[src/rtl/muldiv_unit_if.sv]
// ============================================================================
// muldiv_unit_if : request/response bundle for the RV32M multiply/divide unit
// Rev 1.0
// ============================================================================
`timescale 1ns/1ps
`default_nettype none

interface muldiv_unit_if #(
  parameter int XLEN = 32
);
  logic            start;
  logic [2:0]      funct3;
  logic [XLEN-1:0] opr_a;
  logic [XLEN-1:0] opr_b;
  logic            busy;
  logic            done;
  logic [XLEN-1:0] result;

  modport master (
    output start, funct3, opr_a, opr_b,
    input  busy, done, result
  );

  modport slave (
    input  start, funct3, opr_a, opr_b,
    output busy, done, result
  );
endinterface

`default_nettype wire

[src/rtl/muldiv_unit.sv]
// ============================================================================
// muldiv_unit : iterative RV32M multiply/divide; MULDIV_FAST_MUL_EN selects a
//               single-cycle 33x33 multiplier for MUL/MULH/MULHSU/MULHU.
// Rev 1.0
// ============================================================================
`timescale 1ns/1ps
`default_nettype none

module muldiv_unit #(
  parameter int XLEN = 32,
  parameter int ITER = 32
) (
  input  logic          clk,
  input  logic          rst,
  muldiv_unit_if.slave  bus
);

  typedef enum logic [1:0] {
    IDLE = 2'd0,
    CALC = 2'd1,
    FIN  = 2'd2
  } state_t;

  localparam int                 c_cnt_w = $clog2(ITER);
  localparam logic [c_cnt_w-1:0] c_last  = c_cnt_w'(ITER - 1);
  localparam logic [XLEN-1:0]    c_min   = {1'b1, {(XLEN-1){1'b0}}};

  state_t              r_state;
  state_t              w_next;
  logic [2:0]          r_op;
  logic [c_cnt_w-1:0]  r_cnt;
  logic [XLEN-1:0]     r_mag_b;
  logic                r_neg_a;
  logic                r_neg_b;
  logic                r_spec;
  logic [XLEN-1:0]     r_spec_res;
  logic [2*XLEN-1:0]   r_acc;
  logic                r_done;
  logic [XLEN-1:0]     r_result;

  logic                w_accept;
  logic                w_sign_a;
  logic                w_sign_b;
  logic                w_neg_a;
  logic                w_neg_b;
  logic [XLEN-1:0]     w_mag_a;
  logic [XLEN-1:0]     w_mag_b;
  logic                w_div_zero;
  logic                w_ovf;
  logic                w_spec;
  logic [XLEN-1:0]     w_spec_res;
  logic                w_skip;
  logic [XLEN:0]       w_add;
  logic [XLEN:0]       w_trial;
  logic [2*XLEN-1:0]   w_mul_step;
  logic [2*XLEN-1:0]   w_div_step;
  logic [2*XLEN-1:0]   w_prod;
  logic [2*XLEN-1:0]   w_prod_s;
  logic [XLEN-1:0]     w_quo;
  logic [XLEN-1:0]     w_rem;
  logic [XLEN-1:0]     w_fin_res;

  // A done pulse still marks the tail of the previous op, so start is held off.
  assign w_accept = (r_state == IDLE) && bus.start && !r_done;

  assign w_sign_a = (bus.funct3 == 3'b001) || (bus.funct3 == 3'b010) ||
                    (bus.funct3 == 3'b100) || (bus.funct3 == 3'b110);
  assign w_sign_b = (bus.funct3 == 3'b001) || (bus.funct3 == 3'b100) ||
                    (bus.funct3 == 3'b110);
  assign w_neg_a  = w_sign_a && bus.opr_a[XLEN-1];
  assign w_neg_b  = w_sign_b && bus.opr_b[XLEN-1];
  assign w_mag_a  = w_neg_a ? (~bus.opr_a + 1'b1) : bus.opr_a;
  assign w_mag_b  = w_neg_b ? (~bus.opr_b + 1'b1) : bus.opr_b;

  assign w_div_zero = bus.funct3[2] && (bus.opr_b == '0);
  assign w_ovf      = bus.funct3[2] && !bus.funct3[0] &&
                      (bus.opr_a == c_min) && (bus.opr_b == '1);
  assign w_spec     = w_div_zero || w_ovf;

  always_comb begin
    w_spec_res = '0;
    if (w_div_zero) begin
      w_spec_res = bus.funct3[1] ? bus.opr_a : '1;
    end else if (w_ovf) begin
      w_spec_res = bus.funct3[1] ? '0 : c_min;
    end
  end

`ifdef MULDIV_FAST_MUL_EN
  logic signed [2*XLEN+1:0] w_fast;

  assign w_skip = w_spec || !bus.funct3[2];
  assign w_fast = $signed({1'b0, r_acc[XLEN-1:0]}) * $signed({1'b0, r_mag_b});
  assign w_prod = r_op[2] ? r_acc : w_fast[2*XLEN-1:0];
`else
  assign w_skip = w_spec;
  assign w_prod = r_acc;
`endif

  // Shift-add: conditionally add multiplicand into the upper half, shift right.
  assign w_add      = {1'b0, r_acc[2*XLEN-1:XLEN]} +
                      (r_acc[0] ? {1'b0, r_mag_b} : {(XLEN+1){1'b0}});
  assign w_mul_step = {w_add, r_acc[XLEN-1:1]};

  // Restoring divide: upper half is the remainder, quotient bits enter at LSB.
  assign w_trial    = r_acc[2*XLEN-1:XLEN-1] - {1'b0, r_mag_b};
  assign w_div_step = w_trial[XLEN] ? {r_acc[2*XLEN-2:0], 1'b0}
                                    : {w_trial[XLEN-1:0], r_acc[XLEN-2:0], 1'b1};

  assign w_prod_s = (r_neg_a ^ r_neg_b) ? (~w_prod + 1'b1) : w_prod;
  assign w_quo    = r_acc[XLEN-1:0];
  assign w_rem    = r_acc[2*XLEN-1:XLEN];

  always_comb begin
    w_fin_res = '0;
    if (r_spec) begin
      w_fin_res = r_spec_res;
    end else if (r_op[2]) begin
      if (r_op[1]) begin
        w_fin_res = r_neg_a ? (~w_rem + 1'b1) : w_rem;
      end else begin
        w_fin_res = (r_neg_a ^ r_neg_b) ? (~w_quo + 1'b1) : w_quo;
      end
    end else if (r_op[1:0] == 2'b00) begin
      w_fin_res = w_prod_s[XLEN-1:0];
    end else begin
      w_fin_res = w_prod_s[2*XLEN-1:XLEN];
    end
  end

  always_ff @(posedge clk or posedge rst) begin
    if (rst) begin
      r_state <= IDLE;
    end else begin
      r_state <= w_next;
    end
  end

  always_comb begin
    w_next = r_state;
    case (r_state)
      IDLE: if (w_accept) w_next = w_skip ? FIN : CALC;
      CALC: if (r_cnt == c_last) w_next = FIN;
      FIN:  w_next = IDLE;
      default: w_next = IDLE;
    endcase
  end

  always_ff @(posedge clk or posedge rst) begin
    if (rst) begin
      r_op       <= '0;
      r_cnt      <= '0;
      r_mag_b    <= '0;
      r_neg_a    <= 1'b0;
      r_neg_b    <= 1'b0;
      r_spec     <= 1'b0;
      r_spec_res <= '0;
      r_acc      <= '0;
      r_done     <= 1'b0;
      r_result   <= '0;
    end else begin
      r_done <= 1'b0;
      case (r_state)
        IDLE: begin
          if (w_accept) begin
            r_op       <= bus.funct3;
            r_cnt      <= '0;
            r_mag_b    <= w_mag_b;
            r_neg_a    <= w_neg_a;
            r_neg_b    <= w_neg_b;
            r_spec     <= w_spec;
            r_spec_res <= w_spec_res;
            r_acc      <= {{XLEN{1'b0}}, w_mag_a};
          end
        end
        CALC: begin
          r_acc <= r_op[2] ? w_div_step : w_mul_step;
          r_cnt <= r_cnt + 1'b1;
        end
        FIN: begin
          r_result <= w_fin_res;
          r_done   <= 1'b1;
        end
        default: ;
      endcase
    end
  end

  assign bus.busy   = (r_state != IDLE);
  assign bus.done   = r_done;
  assign bus.result = r_result;

endmodule

`default_nettype wire

[src/flat_wrapper.sv]
// flat-port wrapper written by rule: the top's interface ports become plain ports
module muldiv_unit_flat 
#(
  parameter int XLEN = 32,
  parameter int ITER = 32
)
  (clk, rst, bus_start, bus_funct3, bus_opr_a, bus_opr_b, bus_busy, bus_done, bus_result);
  muldiv_unit_if #(.XLEN(XLEN)) bus_i ();
  input  logic clk;
  input  logic rst;
  input wire logic [$bits(bus_i.start)-1:0] bus_start;
  input wire logic [$bits(bus_i.funct3)-1:0] bus_funct3;
  input wire logic [$bits(bus_i.opr_a)-1:0] bus_opr_a;
  input wire logic [$bits(bus_i.opr_b)-1:0] bus_opr_b;
  output wire logic [$bits(bus_i.busy)-1:0] bus_busy;
  output wire logic [$bits(bus_i.done)-1:0] bus_done;
  output wire logic [$bits(bus_i.result)-1:0] bus_result;
  assign bus_i.start = bus_start;
  assign bus_i.funct3 = bus_funct3;
  assign bus_i.opr_a = bus_opr_a;
  assign bus_i.opr_b = bus_opr_b;
  assign bus_busy = bus_i.busy;
  assign bus_done = bus_i.done;
  assign bus_result = bus_i.result;
  muldiv_unit #(.XLEN(XLEN), .ITER(ITER)) u_core (.clk(clk), .rst(rst), .bus(bus_i));
endmodule
[config.mk]
export PLATFORM = sky130hd
export DESIGN_NAME = muldiv_unit_flat
export DESIGN_NICKNAME = d
export VERILOG_FILES = /design/src/rtl/muldiv_unit_if.sv /design/src/rtl/muldiv_unit.sv /design/src/flat_wrapper.sv
export SDC_FILE = /design/constraint.sdc
export NUM_CORES = 1
export LEC_CHECK = 0
export CAP_MARGIN = 20
export CORE_AREA = 2 2 170 172
export DETAILED_ROUTE_END_ITERATION = 6
export DIE_AREA = 0 0 172 174
export DONT_BUFFER_PORTS = 1
export GPL_ROUTABILITY_DRIVEN = 0
export PLACE_DENSITY = 0.79
export SLEW_MARGIN = 0
export SYNTH_ARGS = -nofsm -noshare
export SYNTH_HDL_FRONTEND = slang
export SYNTH_SLANG_ARGS = --single-unit
[constraint.sdc]
create_clock -name clk -period 15.2 [get_ports clk]
set_input_delay 3.04 -clock clk [delete_from_list [all_inputs] [get_ports clk]]
set_output_delay 3.04 -clock clk [all_outputs]
set_load 0.05 [all_outputs]
==> impl_metrics.yaml, run 1 <==
placed_design:
  port_buffers: 0
  place_ws_ns: 9.12
  dpl_cell_area_um2: 16000
  dp_hpwl_um: 38100
sta:
  final_max_slew_viol_count: 0
  hold_viol: 0
  fin_worst_skew_ns: 0.0113
  slew_headroom_pct: 19.5
  rsz0062_at_grt: "no"
  setup_ws_ns: 9.48
  tns_ns: 0
  worstMarginPinSlew_ns: 1.20
  period_minus_slack_ns: 5.72
  fin_crit_sh_pct: 37.6
  setup_violations: 0
  fmax_mhz: 175
yosys:
  synth_top_area_share_pct: 27.5
  yosys.area.top_type: "dfrtp_1"
  synth_nets: 2182
  yosysWarnings: 0
  synth_edf_count: 0
  syn_area_um2: 15900
  ys_types: 80
  ys.flop_type: "dfrtp_1"
  synth-seq-cells: 174
  syn_avg_cell_area_um2: 7.78
  synth_common_cells: "nand2_1, o21ai_0, dfrtp_1"
  yosys-top-cells-area: "dfrtp_1, o21ai_0, ha_1"
  synth.most_common_cell: "nand2_1"
  synthCells: 2039
  async_flop_share_pct: 100
  seq_area_frac_synth_pct: 27.5
power:
  powerDensity_nw_per_um2: 262
  power_frac_comb_pct: 66.0
  p_leak_nw: 6.86
  peakVddDrop_mv: 0.200
  clockPowerShare_pct: 10.8
  pwr-share-seq_pct: 23.2
  switching_share_pct: 53.4
  netSwitchingPower_mw: 2.33
  p_int_mw: 2.03
  power.total_mw: 4.36
hold_path:
  hold_class: "flop to flop"
  holdCritStartpoint: "u_core.r_spec_res[23]"
  holdPathEnd: "u_core.r_spec_res[23]"
  worstHoldPathCells: 2
drt:
  routedWlPerCell_um: 22.2
  routed_wirelength_um: 51800
  num_vias: 15900
  drt_iter0_drc: 2139
  via_per_inst: 6.81
  ant_nets: 0
  drc: 0
  first_pass_iters: 6
worst_setup_path:
  r2r-end: "u_core.r_acc[60]"
  cp-end-kind: "flop"
  required_ns: 15.56
  r2r_slack_ns: 10.84
  cp.arrival_ns: 6.08
  reg2reg_from: "u_core.r_acc[31]"
  ff2ff_path_depth: 13
  crit_fanout: 5
  crit_type: "input pin to flop"
  start_kind: "input pin"
global_routing:
  gr-total-overflow: 0
  grt_max_degree: 100
  grtUsageTotal_pct: 34.7
  antenna_found_initial: 0
  grt_first_pass_wirelength_um: 80900
  first_global_vias: 14500
layout:
  n_antenna_cell: 0
  drive_gt1_share_pct: 5.02
  layout.nets: 2083
  area_delta_synth_final_pct: 4.66
  fin_area_um2: 16600
floorplan:
  die_x_um: 172
  rows: 62
  die_area_um2: 29900
  fp.dieH_um: 174
  start_util_pct: 56.2
  ios: 104
  fp.coreArea_um2: 28200
clocking:
  clock_path_buffers: 2
  post_cts_resized: 0
  clkLatencyLatePin_ns: 0.45
  cts.sinks: 174
  hold_buffers: 0
  clock-root-buffer: "clkbuf_16"
  htree_levels: 4
  post_cts_buffers: 0
  cts_tree: "done"
  clk_pin_slew_ns: 0.07
  cts_made_buffers: 17
run:
  cap_violations: 0
outcome:
  status: "finished, final reports clean"
[flip-flops by register name, summed over array words and instances (netlist names), 2 cells and up]
name               flops
u_core.bus.result     32
u_core.r_acc          64
u_core.r_cnt           5
u_core.r_mag_b        32
u_core.r_op            3
u_core.r_spec_res     32
u_core.r_state         2
[kinds of logic (layout without fill, tap and decap cells)]
| family | Yosys count | after routing | share of synthesized area, % |
|---|---|---|---|
| AO/OA/AOI/OAI | 639 | 639 | 25.6 |
| XOR/XNOR | 180 | 180 | 9.94 |
| adder cells (fa/ha/maj) | 73 | 73 | 5.85 |
| buffers and inverters | 205 | 117 | 5.10 |
| flip-flops | 174 | 174 | 27.5 |
| multiplexers | 61 | 61 | 3.90 |
| AND/OR/NAND/NOR | 707 | 707 | 22.1 |
[area by class of cell]
class | instances | area (µm²)
Clock buffer | 18 | 439
Clock inverter | 12 | 176
Fill cell | 2539 | 11600
Inverter | 66 | 253
Multi-Input combinational cell | 1660 | 10700
Sequential cell | 174 | 4360
Tap cell | 384 | 480
Timing Repair Buffer | 21 | 158
[cells in the final DEF (no fill, tap or decap), types with 18 or more instances in the layout]
cell        n
o31ai_1    46
and3_1     18
nor2_1    157
or3_1      24
a21oi_1   139
nor3_1     34
o21ai_0   198
buf_4      21
mux2i_1    55
nand2b_1   22
nor4_1     23
o221ai_1   18
nand3_1    44
xor2_1     86
o211ai_1   32
nand2_1   230
a21o_1     30
xnor2_1    92
dfrtp_1   173
inv_1      65
a211oi_1   33
ha_1       71
nor2b_1    45
[stage by stage]
stage | hold WS [ns] | util [%] | instances
after floorplan | 0.440 | - | 2039
after global placement | 0.453 | 56.6 | 2304
after detailed placement | 0.459 | 56.6 | 2305
after CTS | 0.473 | 58.8 | 2335
after global routing | 0.503 | 58.8 | 2335
final | 0.474 | 58.8 | 2335
[worst max path at each step]
| stage | to | from | slack (ns) | cells after the start |
|---|---|---|---|---|
| after detailed placement | u_core.r_acc[30] | bus_opr_a[1] | 9.12 | 11 |
| after global routing | u_core.r_acc[30] | bus_opr_a[1] | 9.40 | 11 |
| after CTS | u_core.r_acc[30] | bus_opr_a[1] | 9.59 | 11 |
| after floorplan | u_core.bus.done | rst | 7.44 | 1 |
| final | u_core.r_acc[30] | bus_opr_a[1] | 9.48 | 11 |
| after global placement | u_core.r_acc[28] | bus_opr_a[1] | 9.28 | 11 |
[critical path, stage by stage]
cell	delay [ns]
inv_1	0.07
ha_1	0.17
or3b_2	0.48
nor4_1	0.70
and3_1	0.34
nand2_1	0.13
nor4_2	0.43
a21oi_1	0.15
xnor2_1	0.18
a211o_1	0.29
o21ai_0	0.09
[power groups by stage]
| stage | sequential (mW) | combinational, mW | clock, mW |
|---|---|---|---|
| after detailed placement | 0.993 | 2.76 | 0 |
| after CTS | 0.984 | 2.78 | 0.472 |
| after global placement | 0.984 | 2.69 | 0 |
| after global routing | 1.02 | 3.13 | 0.491 |
| final | 1.01 | 2.87 | 0.471 |
| after floorplan | 0.800 | 2.27 | 0 |
[routing by layer]
metal	global-route usage, %	share of wire, %
met1	49.7	40
met4	14.2	4.7
met2	50.8	43
met5	0	0
met3	7.38	12
Note: power is estimated with default switching activity, not from simulation.
==> run 2: changes to the inputs <==
--- a/config.mk
+++ b/config.mk
@@ -11,7 +11,7 @@
 export DIE_AREA = 0 0 172 174
 export DONT_BUFFER_PORTS = 1
 export GPL_ROUTABILITY_DRIVEN = 0
-export PLACE_DENSITY = 0.79
+export PLACE_DENSITY = 0.82
 export SLEW_MARGIN = 0
 export SYNTH_ARGS = -nofsm -noshare
 export SYNTH_HDL_FRONTEND = slang
==> constraint.sdc (replaced) <==
create_clock -name clk -period 4.73 [get_ports clk]
set_input_delay 0.946 -clock clk [delete_from_list [all_inputs] [get_ports clk]]
set_output_delay 0.946 -clock clk [all_outputs]
set_load 0.05 [all_outputs]
==> impl_metrics.yaml, run 2 (synthesized netlist as in run 1, its figures left out) <==
sta:
  fin_worst_skew_ns: 0.0157
  tns_ns: 0
  fin_crit_sh_pct: 89.1
  rsz0062_at_grt: "no"
  worstMarginPinSlew_ns: 1.09
  setup_violations: 0
  slew_headroom_pct: 27.4
  fmax_mhz: 237
  setup_ws_ns: 0.513
  period_minus_slack_ns: 4.22
  hold_viol: 0
  final_max_slew_viol_count: 0
hold_path:
  holdCritStartpoint: "u_core.r_spec_res[11]"
  hold_class: "flop to flop"
clocking:
  post_cts_buffers: 0
  hold_buffers: 0
  clock-root-buffer: "clkbuf_16"
  post_cts_resized: 0
  cts.sinks: 174
  cts_tree: "done"
  htree_levels: 4
  clkLatencyLatePin_ns: 0.47
  clk_pin_slew_ns: 0.08
  cts_made_buffers: 17
  clock_path_buffers: 2
placed_design:
  place_ws_ns: 0.859
  port_buffers: 0
  dp_hpwl_um: 39200
  dpl_cell_area_um2: 16100
power:
  power_frac_comb_pct: 66.9
  switching_share_pct: 54.5
  p_leak_nw: 6.93
  power.total_mw: 14.3
  powerDensity_nw_per_um2: 855
  netSwitchingPower_mw: 7.80
  clockPowerShare_pct: 10.7
  p_int_mw: 6.51
  peakVddDrop_mv: 0.412
  pwr-share-seq_pct: 22.4
layout:
  area_delta_synth_final_pct: 5.59
  final_cell_mix: "nand2_1, o21ai_0, dfrtp_1"
  fin_util_pct: 59.3
  fin_area_um2: 16700
  largest_register_ff_count: 64
  fill_cells: 2449
  layout_commonest_cell: "nand2_1"
  layout.nets: 2096
  regMostFlops: "u_core.r_acc"
  drive_gt1_share_pct: 5.75
global_routing:
  gr-total-overflow: 0
  antenna_found_initial: 3
  grt_max_degree: 92
  grtUsageTotal_pct: 36.2
  grt_first_pass_wirelength_um: 84600
  first_global_vias: 15200
worst_setup_path:
  required_ns: 5.11
  cp-end-kind: "flop"
  crit_type: "flop to flop"
  cp_num_buf_inv: 1
  critical_path.slowest_cell: "nor4b_1"
  reg2reg_from: "u_core.r_acc[31]"
  cpMostUsedCell: "o211ai_1"
  cp-startpoint: "u_core.r_acc[31]"
  crit_family: "compound AO/OA/AOI/OAI gates"
  cpPeakStageDelay_ns: 0.70
  start_kind: "flop"
  cp.arrival_ns: 4.59
  crit_fanout: 20
  critical_path.cell_chain: "inv_1, ha_1, fa_1, nand2b_1, a21oi_1, o211ai_1, a31oi_1, o31ai_1, o211ai_4, nor4b_1, o21ai_0, o211ai_1"
drt:
  ant_nets: 0
  routed_wirelength_um: 53900
  num_vias: 16400
  drt_iter0_drc: 2636
  first_pass_iters: 7
  drc: 42
  routedWlPerCell_um: 22.9
  via_per_inst: 6.96
floorplan:
  fp.dieH_um: 174
  fp.coreArea_um2: 28200
  start_util_pct: 56.2
  rows: 62
  ios: 104
  die_x_um: 172
  die_area_um2: 29900
run:
  cap_violations: 0
outcome:
  status: "complete, but fails checks"
  violations: "DRC"
[run 2: power by group through the flow]
| stage | clock (mW) | sequential (mW) | combinational, mW |
|---|---|---|---|
| 2_1_floorplan | 0 | 2.57 | 7.29 |
| 3_3_place_gp | 0 | 3.11 | 8.86 |
| 3_5_place_dp | 0 | 3.15 | 9.09 |
| 4_1_cts | 1.53 | 3.12 | 9.19 |
| 5_1_grt | 1.58 | 3.24 | 10.3 |
| 6_report | 1.53 | 3.21 | 9.58 |
[run 2: final cells by class]
| type | instances | area [µm²] | share of cell area (%) |
|---|---|---|---|
| well taps | 384 | 480 | 2.87 |
| clock buffers | 17 | 425 | 2.54 |
| repair buffers | 34 | 280 | 1.67 |
| multi-input cells | 1660 | 10700 | 64.1 |
| flip-flops and latches | 174 | 4360 | 26.0 |
| diodes | 2 | 5.00 | 0.0299 |
| clock inverters | 15 | 211 | 1.26 |
| inverters | 66 | 251 | 1.50 |
[run 2: tightest hold or removal path, cell delays in order (launching register included)]
cell and delay, ns:
dfrtp_1 0.34, nand2_1 0.05, o31ai_1 0.06
[run 2: path summary, 6_finish.rpt]
| check | to | slack, ns | depth (start not counted) |
|---|---|---|---|
| max in group asynchronous | u_core.r_mag_b[12] | 3.05 | 2 |
| worst min-delay path | u_core.r_spec_res[11] | 0.48 | 2 |
| worst max-delay path | u_core.r_acc[61] | 0.51 | 12 |
| min in group asynchronous | u_core.bus.result[16] | 0.52 | 1 |
| worst max register to register | u_core.r_acc[61] | 0.51 | 12 |
| worst min register to register | u_core.r_spec_res[11] | 0.48 | 2 |
[run 2: through the flow]
stage          hold WS, ns  cells
2_1_floorplan        0.440   2039
3_3_place_gp         0.451   2317
3_5_place_dp         0.461   2317
4_1_cts              0.479   2349
5_1_grt              0.503   2350
6_report             0.481   2352
[run 2: per-layer routing]
| metal | track usage [%] | up-vias | routed length [µm] |
|---|---|---|---|
| li1 | - | 7217 | - |
| met1 | 49.9 | 7664 | 20900 |
| met2 | 52.1 | 1167 | 22700 |
| met3 | 9.49 | 311 | 6870 |
| met4 | 18.5 | 2 | 3490 |
| met5 | 0 | - | 17 |
